**config.mk**
```make
export PLATFORM = sky130hd
export DESIGN_NAME = alu_input_loader
export DESIGN_NICKNAME = d
export VERILOG_FILES = /design/src/rtl/alu_input_loader_pkg.sv /design/src/rtl/btn_debounce.sv /design/src/rtl/alu_input_loader.sv
export SDC_FILE = /design/constraint.sdc
export NUM_CORES = 1
export LEC_CHECK = 0
export CAP_MARGIN = 20
export CORE_MARGIN = 4
export CORE_UTILIZATION = 45
export DETAILED_ROUTE_END_ITERATION = 10
export GPL_TIMING_DRIVEN = 0
export SLEW_MARGIN = 40
export SYNTH_ARGS = -nofsm -noshare
export SYNTH_HDL_FRONTEND = slang
export SYNTH_SLANG_ARGS = --single-unit
```
**constraint.sdc**
```tcl
create_clock -name i_clk -period 6.1 [get_ports i_clk]
set_input_delay 1.83 -clock i_clk [delete_from_list [all_inputs] [get_ports i_clk]]
set_output_delay 1.83 -clock i_clk [all_outputs]
set_load 0.005 [all_outputs]
```
**src/rtl/alu_input_loader_pkg.sv**
```systemverilog
// alu_input_loader_pkg: loader FSM states and ALU opcodes shared by loader, ALU and benches
package alu_input_loader_pkg;
  typedef enum logic [1:0] {
    S_A     = 2'b00,
    S_B     = 2'b01,
    S_OP    = 2'b10,
    S_READY = 2'b11
  } state_t;
  localparam logic [5:0] OP_ADD = 6'b100000;
  localparam logic [5:0] OP_SUB = 6'b100010;
  localparam logic [5:0] OP_AND = 6'b100100;
  localparam logic [5:0] OP_OR  = 6'b100101;
  localparam logic [5:0] OP_XOR = 6'b100110;
  localparam logic [5:0] OP_SRA = 6'b000011;
  localparam logic [5:0] OP_SRL = 6'b000010;
  localparam logic [5:0] OP_NOR = 6'b100111;
endpackage

```
**src/rtl/btn_debounce.sv**
```systemverilog
// btn_debounce: 2-flop synchronizer, debouncer and rising-edge detector for one push-button
module btn_debounce #(
  parameter int DEBOUNCE_CYCLES = 1_000_000
) (
  input  logic i_clk,
  input  logic i_rst_n,
  input  logic i_btn,
  output logic o_pulse
);
  localparam int NB_CNT = $clog2(DEBOUNCE_CYCLES + 1);
  localparam logic [NB_CNT-1:0] CNT_LAST = NB_CNT'(DEBOUNCE_CYCLES - 1);
  logic [1:0]        r_sync;
  logic [NB_CNT-1:0] r_cnt;
  logic              r_level;
  logic              r_level_d;
  // the level flips on the DEBOUNCE_CYCLES-th consecutive differing cycle
  always_ff @(posedge i_clk or negedge i_rst_n) begin
    if (!i_rst_n) begin
      r_sync    <= '0;
      r_cnt     <= '0;
      r_level   <= 1'b0;
      r_level_d <= 1'b0;
    end else begin
      r_sync    <= {r_sync[0], i_btn};
      r_level_d <= r_level;
      if (r_sync[1] == r_level) begin
        r_cnt <= '0;
      end else if (r_cnt == CNT_LAST) begin
        r_cnt   <= '0;
        r_level <= ~r_level;
      end else begin
        r_cnt <= r_cnt + 1'b1;
      end
    end
  end
  assign o_pulse = r_level & ~r_level_d;
endmodule

```
**src/rtl/alu_input_loader.sv**
```systemverilog
// alu_input_loader: loads ALU operands A, B and opcode from switches via debounced buttons in order
module alu_input_loader
  import alu_input_loader_pkg::*;
#(
  parameter int NB_DATA         = 8,
  parameter int NB_OP           = 6,
  parameter int DEBOUNCE_CYCLES = 1_000_000
) (
  input  logic               i_clk,
  input  logic               i_rst_n,
  input  logic [NB_DATA-1:0] i_sw,
  input  logic               i_btn_a,
  input  logic               i_btn_b,
  input  logic               i_btn_op,
  output logic [NB_DATA-1:0] o_dato_a,
  output logic [NB_DATA-1:0] o_dato_b,
  output logic [NB_OP-1:0]   o_op,
  output logic               o_valid,
  output logic [1:0]         o_state
);
  state_t             r_state;
  state_t             w_next;
  logic [NB_DATA-1:0] r_dato_a;
  logic [NB_DATA-1:0] r_dato_b;
  logic [NB_OP-1:0]   r_op;
  logic               r_valid;
  logic               w_pulse_a;
  logic               w_pulse_b;
  logic               w_pulse_op;
  logic               w_load_a;
  logic               w_load_b;
  logic               w_load_op;
  btn_debounce #(.DEBOUNCE_CYCLES(DEBOUNCE_CYCLES)) u_btn_a (
    .i_clk(i_clk), .i_rst_n(i_rst_n), .i_btn(i_btn_a), .o_pulse(w_pulse_a)
  );
  btn_debounce #(.DEBOUNCE_CYCLES(DEBOUNCE_CYCLES)) u_btn_b (
    .i_clk(i_clk), .i_rst_n(i_rst_n), .i_btn(i_btn_b), .o_pulse(w_pulse_b)
  );
  btn_debounce #(.DEBOUNCE_CYCLES(DEBOUNCE_CYCLES)) u_btn_op (
    .i_clk(i_clk), .i_rst_n(i_rst_n), .i_btn(i_btn_op), .o_pulse(w_pulse_op)
  );
  // only the pulse the current state waits for can act
  always_comb begin
    w_next    = r_state;
    w_load_a  = 1'b0;
    w_load_b  = 1'b0;
    w_load_op = 1'b0;
    case (r_state)
      S_A, S_READY: if (w_pulse_a) begin
        w_load_a = 1'b1;
        w_next   = S_B;
      end
      S_B: if (w_pulse_b) begin
        w_load_b = 1'b1;
        w_next   = S_OP;
      end
      S_OP: if (w_pulse_op) begin
        w_load_op = 1'b1;
        w_next    = S_READY;
      end
      default: w_next = S_A;
    endcase
  end
  always_ff @(posedge i_clk or negedge i_rst_n) begin
    if (!i_rst_n) begin
      r_state  <= S_A;
      r_valid  <= 1'b0;
      r_dato_a <= '0;
      r_dato_b <= '0;
      r_op     <= '0;
    end else begin
      r_state <= w_next;
      r_valid <= (w_next == S_READY);
      if (w_load_a) r_dato_a <= i_sw;
      if (w_load_b) r_dato_b <= i_sw;
      if (w_load_op) r_op <= i_sw[NB_OP-1:0];
    end
  end
  assign o_dato_a = r_dato_a;
  assign o_dato_b = r_dato_b;
  assign o_op     = r_op;
  assign o_valid  = r_valid;
  assign o_state  = r_state;
endmodule

```
Yosys cells after proc, flatten, opt, wreduce, memory -nomap -nowiden. Cells that the tools add are included.

Input bits: 13. Register bits: 97. Logic and storage cells: 63. Bits in read-only memories: 0. Output and inout bits: 25. Bits in writable memories: 0. Latch bits: 0. Memories kept: 0.

Reductions and logical operators: 5. Add/sub/neg operators: 3. Mux-type cells: 16. Shift-type cells: 0. Multipliers: 0. Eq/ne operators: 10. Bitwise gates (word level): 12. $lt $le $gt $ge: 0. Div/mod/pow operators: 0.

Operators by type and width (number): 20-bit two-way mux (6); 20-bit by 1-bit adder with 20-bit output, second input constant (3); 20-bit == test, second input constant (3); 1-bit inverter (9); 2-bit == test, second input constant (3); 1-bit two-way mux (6); 2-bit two-way mux (3); 2-bit one-hot mux with 3 select lines (1); 2-bit AND reduction (3); 1-bit AND (3); 1-bit == test (3); 2-bit by 1-bit == test with 1-bit output, second input constant (1); 2-bit zero test (1); 2-bit OR reduction (1).

Logic depth before layout (Yosys ltp).
Depth in word-level cells: 5. Mapped depth: 6. Gate-level depth less buffers: 6.

Modules after synthesis. A second synthesis with hierarchy kept.

Cell total of the unflattened synthesis: 393. Area total of the unflattened synthesis: 4430.5 um^2.

By module, submodules not included: btn_debounce (cells each 110, sequential area each 600.6 um^2, instances 3, area each 1146.1 um^2); alu_input_loader (cells each 63, sequential area each 625.6 um^2, instances 1, area each 992.2 um^2).

Worst setup path after synthesis. Ideal clock, no wire load.

Path type: reg2out. From: register r_state[1], in the netlist o_state[1]. To: output o_state[1]. Arrival time: 0.394 ns. Data required time: 4.270 ns. Slack: 3.876 ns. Path buffers: 0. Stages on the path, launching flop included: 1. Cells stage by stage: dfrtp_1.

RTL lines: start: declaration (RTL line alu_input_loader.sv:21) `state_t r_state;`; start signal: assignment (RTL line alu_input_loader.sv:72) `r_state <= w_next;`; end: declaration (RTL line alu_input_loader.sv:19) `output logic [1:0] o_state`.

No word-level cell between the ends.

Worst setup path after layout.
From: register r_state[1], in the netlist o_state[1]. To: output o_state[1].

No word-level cell between the ends.

==> flow_summary.yaml <==
status:
  outcome: "completed"
floorplanning:
  die_h_um: 107
  die_w_um: 107
  rows: 35
  dieArea_um2: 11300
  io_pins: 38
  core-area_um2: 9330
  start_util_pct: 46.8
finish:
  fin_nets: 474
  fin_cells: 588
  layout-drive-gt1-share_pct: 10.0
  insertedDiodeCount: 0
  syn2layout_area_growth_pct: 17.4
flow_run:
  max-cap-violations: 0
global_route:
  grt_pass1_vias: 2959
  grtUsageTotal_pct: 14.9
  antenna_found_initial: 0
  grt_pass1_wl_mm: 13.6
  grt_max_degree: 55
  grt-ovfl-total: 0
yosys:
  avgSynthCellArea_um2: 10.8
  synthArstFlopShare_pct: 100
  netlist_area_um2: 4370
  syn_nets: 425
  synth_flop_cell: "dfrtp_1"
  seq_area_frac_synth_pct: 55.6
  syn-instance-count: 406
  synth_edf_count: 0
  synth.distinct_cells: 41
  yosys_register_bits: 97
  ys.warnings.count: 0
route:
  vias_per_cell: 5.07
  first_iter_violations: 77
  routed_wl_mm: 7.83
  first_pass_iters: 5
  route.vias.total: 2980
  route.detailed.drc: 0
  routedWlPerCell_um: 13.3
  antenna_left: 0
clocking:
  postCtsHoldBufs: 0
  cts_max_path_buffers: 2
  clkLatencyLatePin_ps: 360
  cts_resized: 0
  cts_root_buffer: "clkbuf_8"
  numCtsBuffers: 9
  path_clk_slew_ps: 90
  cts_tree: "built"
  postCtsSetupBuffers: 0
  htree_levels: 3
  cts.sinks: 97
worst_setup_path:
  path_buf_inv: 1
  crit_type: "reg -> out"
  crit_slowest_cell: "clkdlybuf4s50_1"
  crit_cells: 1
  cp-end-kind: "output port"
  cp_slowest_stage_delay_ps: 540
  arrival_ps: 1310
  ff2ff_path_depth: 5
  setup.worst_path.start_class: "flip-flop"
  crit_family: "buffers and inverters"
  crit_fanout: 5
  crit_chain: "clkdlybuf4s50_1"
  required_ps: 4270
sta:
  slew_violations: 0
  skew_ps: 15.6
  fin_setup_tns_ps: 0
  fmax_ghz: 0.319
  worst_pin_slew_ps: 685
  min_period_ps: 3140
  setup_viol_count_final: 0
  whs_ps: 356
  finalCritPeriodShare_pct: 51.4
  hold_viol_final: 0
  maxSlewHeadroom_pct: 53.9
  rsz0062_at_grt: "false"
placed_design:
  dp.cells: 573
  place.gp.congestion: 0.786
  io_buffers: 37
  hpwl_mm: 5.40
power:
  power_density_nw_per_um2: 222
  leakagePower_nw: 2.03
  totalPowerFinal_mw: 1.14
  peakVddDrop_v: 0.0000844
hold_path:
  worstHoldPathCells: 0
  hold_path_class: "reg -> reg"
==> cell families (layout without fill, tap and decap cells) <==
logic type / Yosys count / after routing / share of synthesized area [%]
AND/OR/NAND/NOR: 192 / 192 / 21.9
adder cells (fa/ha/maj): 6 / 6 / 1.72
flip-flops: 97 / 97 / 55.6
buffers and inverters: 20 / 73 / 2.03
multiplexers: 22 / 22 / 5.53
AO/OA/AOI/OAI: 22 / 22 / 3.84
XOR/XNOR: 47 / 47 / 9.42
==> final timing paths <==
check	slack (ps)	to	start
max	2960	o_state[1]	o_state[1]
min	360	u_btn_a.r_sync[1]	u_btn_a.r_sync[0]
max reg2reg	3840	u_btn_a.r_level	u_btn_a.r_cnt[0]
min reg2reg	360	u_btn_a.r_sync[1]	u_btn_a.r_sync[0]
max in group asynchronous	4190	u_btn_b.r_cnt[9]	i_rst_n
min in group asynchronous	1330	o_dato_a[4]	i_rst_n
==> cells in the final DEF, fill, tap and decap left out, types with 2 or more instances in the layout <==
master	Yosys	layout
nor4_1	16	16
xor2_1	8	8
nand2_1	40	40
and3_1	2	2
xnor2_1	39	39
buf_2	2	2
nand4_1	13	13
clkbuf_8	0	9
nand3_1	19	19
ha_1	6	6
nor2_1	65	65
mux2i_1	5	5
o21ai_0	7	7
or4_1	4	4
a31o_2	2	2
dfrtp_1	97	97
clkdlybuf4s50_1	0	36
mux2_2	17	17
inv_6	0	4
nor3_1	14	14
o21ai_4	2	2
nand3b_1	3	3
inv_1	15	15
or4b_1	5	5
a21oi_1	6	6
==> flip-flops by register name, summed over array words and instances, names as in the netlist <==
register	cells
u_btn_a.r_cnt	20
u_btn_b.r_cnt	20
u_btn_op.r_cnt	20
o_dato_a	8
o_dato_b	8
o_op	6
o_state	2
u_btn_a.r_sync	2
u_btn_b.r_sync	2
u_btn_op.r_sync	2
o_valid	1
u_btn_a.r_level	1
u_btn_a.r_level_d	1
u_btn_b.r_level	1
u_btn_b.r_level_d	1
u_btn_op.r_level	1
u_btn_op.r_level_d	1
==> area by class of cell <==
type,count,area [um^2]
clock inverter,6,72.6
clock buffer,9,124
inverter,16,60.1
multi-input combinational,289,1850
sequential,97,2430
timing repair buffer,38,403
buffer,4,28.8
fill,829,4200
tap,129,161
==> synthesized netlist by cell type (2+ instances only) <==
master	number	area, um^2
dfrtp_1	97	2430
nor2_1	65	244
nand2_1	40	150
xnor2_1	39	342
nand3_1	19	95.1
mux2_2	17	191
nor4_1	16	100
inv_1	15	56.3
nor3_1	14	70.1
nand4_1	13	81.3
xor2_1	8	70.1
o21ai_0	7	35.0
a21oi_1	6	30.0
ha_1	6	75.1
mux2i_1	5	50.1
or4b_1	5	50.1
or4_1	4	30.0
nand3b_1	3	22.5
a31o_2	2	17.5
and3_1	2	12.5
buf_2	2	10.0
o21ai_4	2	32.5
==> power by group <==
part	switching [mW]	leakage (nW)	internal [mW]
registers	0.00798	1.26	0.654
logic	0.0289	0.668	0.0274
clock network	0.228	0.0971	0.193
==> through the flow <==
| stage | cell area (um^2) | util, % | worst slack [ps] |
|---|---|---|---|
| after CTS | 5130 | 55.0 | 2940 |
| after detailed placement | 4930 | 52.9 | 3340 |
| after floorplan | 4370 | - | 3880 |
| after global routing | 5130 | 55.0 | 2900 |
| final | 5130 | 55.0 | 2960 |
| after global placement | 4900 | 52.5 | -437 |
==> per-layer routing <==
metal | wire length [um] | track usage, % | part of all wire (%)
met1 | 3920 | 20.3 | 50
met2 | 3500 | 23.5 | 45
met3 | 284 | 2.79 | 3.6
met4 | 121 | 5.84 | 1.5
met5 | 0 | 0 | 0
(Power assumes the default switching activity.)
